File: src/rtl/da4_spi_writer.sv
`timescale 1ns/1ps
// -----------------------------------------------------------------------------
// da4_spi_writer
//
// Purpose: continuously streams a 12-bit DAC code to an AD5628-style quad DAC
// (PmodDA4). The code is written to all channels over SPI, and each frame
// writes and updates the DAC. Frames repeat forever, with a fixed SYNC-high gap
// between them.
//
// Optional feature (macro DA4_INIT_REF_EN): when defined, the first frame after
// every reset is a one-off INIT frame (0x08000001) that turns the internal
// reference on. When undefined, the first frame is already a WRITE frame.
//
// Parameters:
//   CLK_DIV  - SCLK half-period in clk cycles (1..255)
//   SYNC_GAP - clk cycles SYNC stays high between frames (1..255)
//
// Ports:
//   clk        in   sole clock, rising edge
//   rst        in   asynchronous active-high reset
//   signal     in   12-bit unsigned DAC code, latched when SYNC falls
//   SYNC       out  frame select, active-low
//   DATA       out  serial data, MSB first, changes only as SCLK rises
//   SCLK       out  serial clock, idles high
//   frame_done out  one-cycle pulse on the first SYNC-high cycle after a frame
//   busy       out  high while SYNC is low
// -----------------------------------------------------------------------------
module da4_spi_writer #(
  parameter int unsigned CLK_DIV  = 2,
  parameter int unsigned SYNC_GAP = 4
) (
  input  logic        clk,
  input  logic        rst,
  input  logic [11:0] signal,
  output logic        SYNC,
  output logic        DATA,
  output logic        SCLK,
  output logic        frame_done,
  output logic        busy
);

`ifdef DA4_INIT_REF_EN
  typedef enum logic [1:0] {ST_RESET, ST_GAP, ST_INIT, ST_WRITE} state_t;
`else
  typedef enum logic [1:0] {ST_RESET, ST_GAP, ST_WRITE} state_t;
`endif

  localparam logic [7:0]  DIV_LAST  = 8'(CLK_DIV - 1);
  localparam logic [7:0]  GAP_LAST  = 8'(SYNC_GAP - 1);
  localparam logic [31:0] INIT_WORD = 32'h0800_0001;

  state_t      state_reg, state_next;
  logic [7:0]  div_reg, div_next;
  logic [7:0]  gap_reg, gap_next;
  logic [4:0]  bit_reg, bit_next;
  logic [31:0] shift_reg, shift_next;
  logic        sync_reg, sync_next;
  logic        sclk_reg, sclk_next;
  logic        done_reg, done_next;
`ifdef DA4_INIT_REF_EN
  logic        init_pending_reg, init_pending_next;
`endif

  // Write-and-update command to all channels; sampled only at frame start.
  logic [31:0] write_word;
  assign write_word = {4'h0, 4'b0011, 4'b1111, signal, 8'h00};

  // DATA is the MSB of the shift register, so it can only change when the
  // register shifts (SCLK rising) or is loaded/cleared at frame boundaries.
  assign SYNC       = sync_reg;
  assign SCLK       = sclk_reg;
  assign DATA       = shift_reg[31];
  assign frame_done = done_reg;
  assign busy       = ~sync_reg;

  always_ff @(posedge clk or posedge rst) begin
    if (rst) begin
      state_reg        <= ST_RESET;
      div_reg          <= '0;
      gap_reg          <= '0;
      bit_reg          <= '0;
      shift_reg        <= '0;
      sync_reg         <= 1'b1;
      sclk_reg         <= 1'b1;
      done_reg         <= 1'b0;
`ifdef DA4_INIT_REF_EN
      init_pending_reg <= 1'b1;
`endif
    end else begin
      state_reg        <= state_next;
      div_reg          <= div_next;
      gap_reg          <= gap_next;
      bit_reg          <= bit_next;
      shift_reg        <= shift_next;
      sync_reg         <= sync_next;
      sclk_reg         <= sclk_next;
      done_reg         <= done_next;
`ifdef DA4_INIT_REF_EN
      init_pending_reg <= init_pending_next;
`endif
    end
  end

  always_comb begin
    state_next        = state_reg;
    div_next          = div_reg;
    gap_next          = gap_reg;
    bit_next          = bit_reg;
    shift_next        = shift_reg;
    sync_next         = sync_reg;
    sclk_next         = sclk_reg;
    done_next         = 1'b0;
`ifdef DA4_INIT_REF_EN
    init_pending_next = init_pending_reg;
`endif

    case (state_reg)
      ST_RESET: begin
        state_next = ST_GAP;
        gap_next   = '0;
      end

      ST_GAP: begin
        if (gap_reg == GAP_LAST) begin
          // Frame start: SYNC falls and bit 31 appears on the same edge,
          // SCLK stays high for the first half-bit.
          sync_next = 1'b0;
          sclk_next = 1'b1;
          div_next  = '0;
          bit_next  = 5'd31;
`ifdef DA4_INIT_REF_EN
          if (init_pending_reg) begin
            state_next        = ST_INIT;
            shift_next        = INIT_WORD;
            init_pending_next = 1'b0;
          end else begin
            state_next = ST_WRITE;
            shift_next = write_word;
          end
`else
          state_next = ST_WRITE;
          shift_next = write_word;
`endif
        end else begin
          gap_next = gap_reg + 8'd1;
        end
      end

      // INIT and WRITE frames shift identically; only the loaded word differs.
      default: begin
        if (div_reg == DIV_LAST) begin
          div_next = '0;
          if (sclk_reg) begin
            sclk_next = 1'b0;
          end else if (bit_reg == 5'd0) begin
            // End of bit 0: frame over, go straight into the gap.
            sync_next  = 1'b1;
            sclk_next  = 1'b1;
            shift_next = '0;
            done_next  = 1'b1;
            state_next = ST_GAP;
            gap_next   = '0;
          end else begin
            bit_next   = bit_reg - 5'd1;
            sclk_next  = 1'b1;
            shift_next = {shift_reg[30:0], 1'b0};
          end
        end else begin
          div_next = div_reg + 8'd1;
        end
      end
    endcase
  end

endmodule
File: config.mk
export PLATFORM = sky130hd
export DESIGN_NAME = da4_spi_writer
export DESIGN_NICKNAME = d
export VERILOG_FILES = /design/src/rtl/da4_spi_writer.sv
export SDC_FILE = /design/constraint.sdc
export NUM_CORES = 1
export LEC_CHECK = 0
export CORE_ASPECT_RATIO = 0.9
export CORE_UTILIZATION = 40
export CTS_CLUSTER_SIZE = 25
export DETAILED_ROUTE_END_ITERATION = 7
export GPL_ROUTABILITY_DRIVEN = 0
export PLACE_DENSITY_LB_ADDON = 0.25
export SLEW_MARGIN = 20
export SYNTH_ARGS = -nofsm -noshare
export SYNTH_HDL_FRONTEND = slang
export SYNTH_SLANG_ARGS = --single-unit
File: constraint.sdc
create_clock -name clk -period 2.4 [get_ports clk]
set_input_delay 0.48 -clock clk [delete_from_list [all_inputs] [get_ports clk]]
set_output_delay 0.48 -clock clk [all_outputs]
set_load 0.005 [all_outputs]
==> qor.csv <==
stage,metric,value,unit
status,status,finished with violations,
status,violations,design-rule violations,
drt,ant_nets,0,
synth,ys_ff_latch,50,
finish,layout.cells.non_filler,353,
worst_setup_path,rrSetupSlack,0.18,ns
worst_setup_path,cp_slowest_stage_delay,0.53,ns
job,max_cap_violations,0,
sta,timing.final.crit_share,92.5,%
worst_setup_path,crit_slowest_cell,nor4b_4,
clock_tree,cts-hold-fix-buffers,0,
sta,rsz0062_at_grt,false,
finish,final_util,49.2,%
worst_setup_path,critical_path.top_delay_family,simple AND/OR/NAND/NOR gates,
clock_tree,cts.sinks,50,
synth,syn_avg_cell_area,9.62,um^2
drt,wl_per_cell,14.6,um
worst_setup_path,crit_buf_inv,2,
sta,slew_violations,0,
place,port_buffers,18,
worst_setup_path,reg2reg_from,div_reg[1],
finish,layout.nets,300,
die,dieArea,0.00650,mm^2
global_routing,grt_pass1_vias,1871,
drt,viasPerCell,5.67,
finish,multi_input_area,0.00111,mm^2
global_routing,track_usage,17.1,%
clock_tree,clk_path_buf_depth,2,
drt,routed_wl,5140,um
sta,hold_violations,0,
die,start_util,42.5,%
synth,ys_warn_count,0,
synth,synthCells,257,
worst_setup_path,crit_type,reg2reg,
sta,period_needed,2.22,ns
finish,syn2layout_area_growth,15.7,%
worst_setup_path,cp_data_required_time,2.62,ns
synth,ys_types,45,
min_path,worstHoldPathType,in2async,
synth,synth_nets,275,
global_routing,grt_max_degree,33,
drt,firstDrtPassIters,6,
power_and_ir_drop,power.leakage,1.26,nW
place,dp.cells,345,
sta,whs,0.493,ns
synth,synth_area,0.00247,mm^2
drt,remaining_drc_errors,1,
sta,setup_violations,0,
clock_tree,cts_setup_buffers,0,
power_and_ir_drop,ir_worst_vdd,0.258,mV
finish,n_antenna_cell,0,
global_routing,grt_pass1_wl,8980,um
worst_setup_path,endpoint_kind,register,
sta,worstMarginPinSlew,0.572,ns
clock_tree,cts-htree-levels,2,
drt,drtIter0Drc,150,
finish,seqCellArea,0.00125,mm^2
finish,largest_reg_flops,24,
place,dp_hpwl,3460,um
worst_setup_path,reg2reg_depth,7,
clock_tree,clk_pin_slew,0.09,ns
global_routing,grt_overflow,0,
die,fp.dieW,84.9,um
sta,setup_tns,0,ns
synth,ys_seq_area_share,50.7,%
die,num_rows,26,
synth,async_flop_share,100,%
die,pin_count,19,
worst_setup_path,cp.arrival,2.44,ns
clock_tree,clkLatencyLatePin,0.29,ns
clock_tree,cts_root_buf,clkbuf_8,
clock_tree,cts.repair.resized,0,
synth,synth_edf_count,0,
clock_tree,cts_made_buffers,5,
finish,fillers,546,
worst_setup_path,crit_fanout,11,
sta,max_freq,0.450,GHz
power_and_ir_drop,p_per_area,497,mW/mm^2
clock_tree,cts_tree,yes,
drt,num_vias,2001,
worst_setup_path,regToRegEndpoint,shift_reg[9],
die,core,0.00582,mm^2
synth,synth_flop_cell,dfrtp_1,
finish,drive_gt1_share,11.0,%
sta,relSlewSlack,61.7,%
worst_setup_path,crit_chain,inv_1 -> ha_1 -> or4b_4 -> nor4b_4 -> buf_4 -> nor3_1 -> a21oi_1,
sta,fin_worst_skew,0.00376,ns
worst_setup_path,cp-start-kind,register,
die,die_h,76.6,um
global_routing,antenna_found_initial,0,
[power breakdown]
part	switching, mW	internal [mW]
Sequential	0.00560	0.852
Combinational	0.0258	0.0285
Clock	0.280	0.232
[worst reg2reg max path, stage by stage, from the launching register on]
cell and delay [ns]:
dfrtp_1 0.43, inv_1 0.07, ha_1 0.15, or4b_4 0.50, nor4b_4 0.53, buf_4 0.29
nor3_1 0.06, a21oi_1 0.13
[layout by cell type (no fill, tap or decap), types with 2 or more instances in the layout]
master	n
a211oi_1	3
a21o_1	2
a21oi_1	28
a22oi_1	11
a31oi_1	2
and3_1	6
buf_4	11
clkbuf_8	6
clkdlybuf4s50_1	18
dfrtp_1	48
dfstp_2	2
ha_1	4
inv_1	8
nand2_1	21
nand3_1	15
nand4_1	2
nor2_1	14
nor3_1	24
nor4b_1	2
nor4b_4	2
o21ai_0	23
o31a_1	2
or3_1	2
or4_1	3
xnor2_1	2
[per-layer routing]
layer / wire (um) / vias up / share of wire (%) / track usage (%)
li1: - / 996 / - / -
met2: 2200 / 24 / 43 / 24.4
met5: 0 / - / 0 / 0
met1: 2770 / 979 / 54 / 26.3
met3: 143 / 2 / 2.8 / 3.47
met4: 25 / 0 / 0.49 / 4.41
[layout make-up]
| cell class | instances | area share (%) |
|---|---|---|
| repair buffers | 30 | 9.88 |
| multi-input cells | 186 | 38.8 |
| well taps | 70 | 3.06 |
| clock inverters | 2 | 0.437 |
| inverters | 9 | 1.18 |
| clock buffers | 6 | 2.88 |
| flip-flops and latches | 50 | 43.8 |
[through the flow]
stage	worst slack, ns	power [mW]	area (um^2)
2_1_floorplan	0.435	0.896	2470
3_3_place_gp	0.265	0.929	2770
3_5_place_dp	0.179	0.930	2770
4_1_cts	0.142	1.44	2860
5_1_grt	0.0231	1.49	2860
6_report	0.179	1.42	2860
[synth_stat cells (4+ instances only)]
master	n	area, um^2
a21oi_1	28	140
nor2_1	14	52.6
a22oi_1	11	82.6
dfrtp_1	48	1200
nand3_1	15	75.1
clkbuf_1	6	22.5
nand2_1	21	78.8
and3_1	6	37.5
nor3_1	24	120
o21ai_0	23	115
inv_1	9	33.8
ha_1	4	50.1
[cell families after synthesis]
family,Yosys count,share of synthesized area [%]
fa+ha+maj,4,2.02
compound gates,77,18.5
xor+xnor,2,0.708
flops,50,50.7
buf+inv,21,4.45
simple gates,103,23.6
[worst max path at each step]
stage | startpoint | endpoint | slack (ns) | cells past startpoint
2_1_floorplan | bit_reg[0] | gap_reg[1] | 0.44 | 6
3_3_place_gp | div_reg[1] | shift_reg[12] | 0.26 | 7
3_5_place_dp | div_reg[1] | shift_reg[10] | 0.18 | 7
4_1_cts | div_reg[1] | shift_reg[9] | 0.14 | 7
5_1_grt | div_reg[1] | shift_reg[14] | 0.02 | 7
6_report | div_reg[1] | shift_reg[9] | 0.18 | 7
Note: power is estimated with default switching activity, not from simulation.
